**config.mk**
```make
export PLATFORM = sky130hd
export DESIGN_NAME = ifmap_row_feeder
export DESIGN_NICKNAME = d
export VERILOG_FILES = /design/src/rtl/ifmap_row_feeder.sv
export SDC_FILE = /design/constraint.sdc
export NUM_CORES = 1
export LEC_CHECK = 0
export BUFFER_PORTS_ARGS = -buffer_cell sky130_fd_sc_hd__clkbuf_2
export CELL_PAD_IN_SITES_DETAIL_PLACEMENT = 2
export CELL_PAD_IN_SITES_GLOBAL_PLACEMENT = 2
export CORE_MARGIN = 5
export CORE_UTILIZATION = 35
export CTS_CLUSTER_DIAMETER = 100
export CTS_CLUSTER_SIZE = 25
export DETAILED_ROUTE_END_ITERATION = 10
export PLACE_DENSITY = 0.75
export SLEW_MARGIN = 20
export SYNTH_ARGS = -nofsm -noshare
export SYNTH_HDL_FRONTEND = slang
export SYNTH_SLANG_ARGS = --single-unit
```
**constraint.sdc**
```tcl
create_clock -name clk -period 7.5 [get_ports clk]
set_input_delay 0.75 -clock clk [delete_from_list [all_inputs] [get_ports clk]]
set_output_delay 0.75 -clock clk [all_outputs]
set_load 0.02 [all_outputs]
```
**src/rtl/ifmap_row_feeder.sv**
```systemverilog
// ifmap_row_feeder: streams an IFmap region from SRAM into the IF buffer, tagging
// each word with start/end-of-row markers and absorbing back-pressure in a 2-entry skid.
module ifmap_row_feeder #(
    parameter int IF_SCRATCH_WIDTH = 16,
    parameter int MEM_ADDR_LEN     = 10,
    parameter int LEN_WIDTH        = 8
) (
    input  logic                        clk,
    input  logic                        rst,
    input  logic                        start,
    input  logic [MEM_ADDR_LEN-1:0]     base_addr,
    input  logic [LEN_WIDTH-1:0]        row_len,
    input  logic [LEN_WIDTH-1:0]        num_rows,
    output logic                        mem_ren,
    output logic [MEM_ADDR_LEN-1:0]     mem_addr,
    input  logic [IF_SCRATCH_WIDTH-1:0] mem_rdata,
    output logic                        IF_wen,
    output logic [IF_SCRATCH_WIDTH+1:0] IF_din,
    input  logic                        IF_full,
    output logic                        busy,
    output logic                        done
);
    localparam int DW = IF_SCRATCH_WIDTH + 2;

    typedef enum logic [1:0] {IDLE, RUN, DRAIN, ZERO} state_t;

    state_t                  state;
    logic [MEM_ADDR_LEN-1:0] addr;
    logic [LEN_WIDTH-1:0]    rl, nr, col, row;
    logic                    inflight;
    logic [1:0]              tag_q;
    logic [DW-1:0]           skid0, skid1, last_q, wdata;
    logic [1:0]              count;
    logic [2:0]              occ;
    logic                    issue, pop, last_col, last_rd;

    // occupancy counts the skid plus the read whose data lands next edge
    assign pop      = (count != 2'd0) && !IF_full;
    assign occ      = 3'(count) + 3'(inflight) - 3'(pop);
    assign issue    = (state == RUN) && (occ < 3'd2);
    assign last_col = col == rl - LEN_WIDTH'(1);
    assign last_rd  = last_col && (row == nr - LEN_WIDTH'(1));
    assign wdata    = {tag_q, mem_rdata};

    assign mem_ren  = issue;
    assign mem_addr = addr;
    assign IF_wen   = pop;
    assign IF_din   = pop ? skid0 : last_q;
    assign busy     = state != IDLE;

    always_ff @(posedge clk or negedge rst) begin
        if (!rst) begin
            state    <= IDLE;
            addr     <= '0;
            rl       <= '0;
            nr       <= '0;
            col      <= '0;
            row      <= '0;
            inflight <= 1'b0;
            tag_q    <= '0;
            skid0    <= '0;
            skid1    <= '0;
            last_q   <= '0;
            count    <= '0;
            done     <= 1'b0;
        end else begin
            done     <= 1'b0;
            inflight <= issue;
            if (issue) begin
                tag_q <= {col == '0, last_col};
                addr  <= addr + MEM_ADDR_LEN'(1);
                col   <= last_col ? '0 : col + LEN_WIDTH'(1);
                if (last_col)
                    row <= row + LEN_WIDTH'(1);
            end
            if (pop)
                last_q <= skid0;
            if (pop ? (count == 2'd2 || inflight) : (inflight && count == 2'd0))
                skid0 <= (pop && count == 2'd2) ? skid1 : wdata;
            if (inflight && (count - 2'(pop)) == 2'd1)
                skid1 <= wdata;
            count <= count + 2'(inflight) - 2'(pop);
            case (state)
                IDLE: if (start) begin
                    rl    <= row_len;
                    nr    <= num_rows;
                    addr  <= base_addr;
                    col   <= '0;
                    row   <= '0;
                    state <= (row_len == '0 || num_rows == '0) ? ZERO : RUN;
                end
                ZERO: begin
                    done  <= 1'b1;
                    state <= IDLE;
                end
                RUN: if (issue && last_rd)
                    state <= DRAIN;
                DRAIN: if (!inflight && count == 2'(pop)) begin
                    done  <= 1'b1;
                    state <= IDLE;
                end
                default: state <= IDLE;
            endcase
        end
    end
endmodule

```
==> metrics.md <==
| Metric | Value |
|---|---|
| Status | finished, final reports clean |
| Gr usage total | 17.26% |
| WP data arrival | 3770 ps |
| Post-Synth XOR/XNOR Area | 5.934% |
| Post-synth EDFFs | 0 |
| CTS sink cnt | 104 |
| Core area | 13990 um2 |
| TritonCTS Buffers | 9 |
| Final HPWL DP | 9.866 mm |
| Syn_nets | 573 |
| Port bufs | 77 |
| Setup TNS | 0 ps |
| CTS Hold Bufs | 0 |
| Drt total wl | 13.42 mm |
| Longest Clk Path Bufs | 2 |
| Ys Warns | 0 |
| Placed cells | 760 |
| Seq/Total Area, Yosys | 51.86% |
| Area Growth Syn to Fin | 19.02% |
| CTS root buf | clkbuf_16 |
| Crit path launch type | input port |
| R2r setup slk | 3060 ps |
| PD cells | 429.8 nW/um2 |
| Leakage Power | 2.867 nW |
| Max_cap viols | 0 |
| Final ANT Viol Nets | 0 |
| Synthesis-stage register bit count | 104 |
| Count leader, synth | nand2_1 |
| Clock latency on the worst-skew pair | 350 ps |
| Starting Density | 35.88% |
| CTS resizes | 0 |
| First-pass GRT wire length | 23.07 mm |
| Mapped cell area | 5019 um2 |
| Layout Nets | 647 |
| DR WL/cell | 17.29 um |
| Initial antenna violation count | 0 |
| Layout cells sized above 1 | 21.31% |
| # DRC | 0 |
| Die area | 16830 um2 |
| Num rows | 43 |
| Area post-placement | 5613 um2 |
| GP Congestion | 0.7531 |
| Non-Filler Instances | 776 |
| Distinct cell type count of the synthesized netlist | 50 |
| Minimum clock period | 4520 ps |
| Synthesized instance count | 517 |
| Final setup violation count | 0 |
| Pre-antenna DRT Iters | 4 |
| DRT iter0 DRCs | 94 |
| Die Y | 129.7 um |
| Post-layout util | 42.70% |
| Mux cell area share after synthesis | 8.626% |
| Max_slew headroom | 30.52% |
| Congestion Overflow GR | 0 |
| Max VDD drop | 0.1875 mV |
| CP required | 6750 ps |
| Kind of critical path | in2out |
| Synth cell count leaders | nand2_1 (148), dfrtp_1 (104), o21ai_0 (40) |
| Finished Cell Area | 5973 um2 |
| Vias in the first global route | 4552 |
| Fin crit share | 60.27% |
| Top-Level Pins | 78 |
| Max Slew Vio Count | 0 |
| Dominant cells by area after synthesis | dfrtp_1 (52%), nand2_1 (11%), mux2i_1 (4.6%), mux2_2 (4.0%), o21ai_0 (4.0%) |
| Compound-Gate Fraction of Synth Area | 7.953% |
| Critical Path End Type | output pin |
| Most area-hungry cell type in the Yosys netlist | dfrtp_1 |
| Largest family of logic cells by synthesized area | simple AND/OR/NAND/NOR gates |
| Post-Synth Simple-Gate Area | 20.34% |
| Worst-Margin Slew | 1037 ps |
| Fin. Hold Viols | 0 |
| Reg2Reg Capture Point | state[1] |
| Worst flop-to-flop path startpoint | count[1] |
| N_diodes | 0 |
| Unrepaired setup endpoints after global routing | false |
| CTS tree | done |
| Largest net degree at the start of global routing | 64 |
| DR vias/cell | 5.090 |
| Post-synth top flop | dfrtp_1 |
| Hold Crit Class | in2async |
| Synth Area per Inst | 9.707 um2 |
| Yosys top cell area share | 51.86% |
| Max Freq | 0.2212 GHz |
| Synth async-reset ratio | 100.0% |
| Die width | 129.7 um |
| Vias | 3950 |
| Fill cells | 1551 |
| Max Fanout on Critical Path | 20 |
| Clock slew at reported path FFs | 70 ps |
| Clock skew | 8.182 ps |
| Reg2reg path depth | 15 |
| Postcts setup bufs | 0 |
| H-tree lvl count | 3 |
| Adder-cell share of the synthesized area | 2.643% |
==> registers in the layout, indices dropped and copies added, names as in the netlist <==
name      count
done          1
nr            8
count         2
skid1        18
skid0        18
last_q       18
row           8
inflight      1
tag_q         2
mem_addr     10
rl            8
state         2
col           8
==> worst max-delay path, stage by stage <==
cell and delay (ps):
clkbuf_2 110, o21bai_1 110, buf_4 240, clkinv_1 480, ha_1 530, inv_1 70, ha_1 190, fa_1 390
xnor2_1 150, nor3_2 120, nand2_1 110, inv_2 260, clkbuf_2 240
==> metal layers <==
layer | vias up | wire (um) | global-route usage (%)
met5 | - | 0 | 0
met4 | 0 | 130 | 3.301
met3 | 8 | 604 | 5.199
met2 | 73 | 6872 | 30.39
met1 | 1981 | 5811 | 21.12
li1 | 1888 | - | -
==> cell usage in the layout (no fill, tap or decap), types with 2 or more instances in the layout <==
cell	netlist	layout
o21bai_1	2	2
nand2b_1	9	9
o21ai_0	40	40
inv_1	12	12
a21oi_1	9	8
and4b_1	2	2
buf_4	0	7
ha_1	9	9
o31a_1	2	2
nand2_1	148	148
clkbuf_2	0	76
dfrtp_1	104	104
nand3_1	5	5
bufinv_16	0	3
and4_1	2	2
inv_8	0	2
xnor2_1	19	19
or2_2	2	2
mux2_2	18	18
nor3_2	1	2
nor4_1	4	4
nand4_1	8	8
nor4b_1	2	2
and2_1	2	2
nor3_1	9	8
clkbuf_16	0	9
xor2_1	15	15
nor2_1	24	23
and3_1	4	4
mux2i_1	23	23
==> where the power goes <==
group	switching, mW	total (mW)	internal (mW)	leakage [nW]
registers	0.206	1.01	0.800	1.32
logic	0.602	1.00	0.398	1.37
clock network	0.220	0.561	0.341	0.177
==> metrics by stage <==
stage | power (mW) | worst slack [ps] | hold slack (ps)
5_1_grt | 2.778 | 2604 | 398.5
3_3_place_gp | 1.953 | 2850 | 457.9
6_report | 2.567 | 2980 | 371.2
3_5_place_dp | 2.028 | 2628 | 463.9
2_1_floorplan | 1.679 | 3398 | 449.7
4_1_cts | 2.621 | 2902 | 385.1
==> worst max-delay path by stage <==
stage	to	depth (start not counted)	slack, ps	from
CTS	mem_ren	12	2900	count[1]
finish	mem_ren	13	2980	IF_full
floorplan	row[6]	14	3400	IF_full
detailed placement	state[0]	16	2630	IF_full
global route	state[1]	15	2600	count[1]
global placement	state[1]	15	2850	IF_full
==> logic make-up (layout without fill, tap and decap cells) <==
kind of cell | Yosys count | count (layout)
xor+xnor | 34 | 34
flops | 104 | 104
mux | 41 | 41
simple gates | 228 | 228
buf+inv | 34 | 113
compound gates | 66 | 66
fa+ha+maj | 10 | 10
==> layout make-up <==
class	instances	area, um2	area share (%)
Timing Repair Buffer	83	432.9	7.248
Clock inverter	6	121.4	2.032
Multi-Input combinational cell	379	2300	38.50
Clock buffer	10	239.0	4.001
Sequential cell	104	2603	43.57
Tap cell	180	225.2	3.770
Inverter	14	52.55	0.8798
Note: power is estimated with default switching activity, not from simulation.
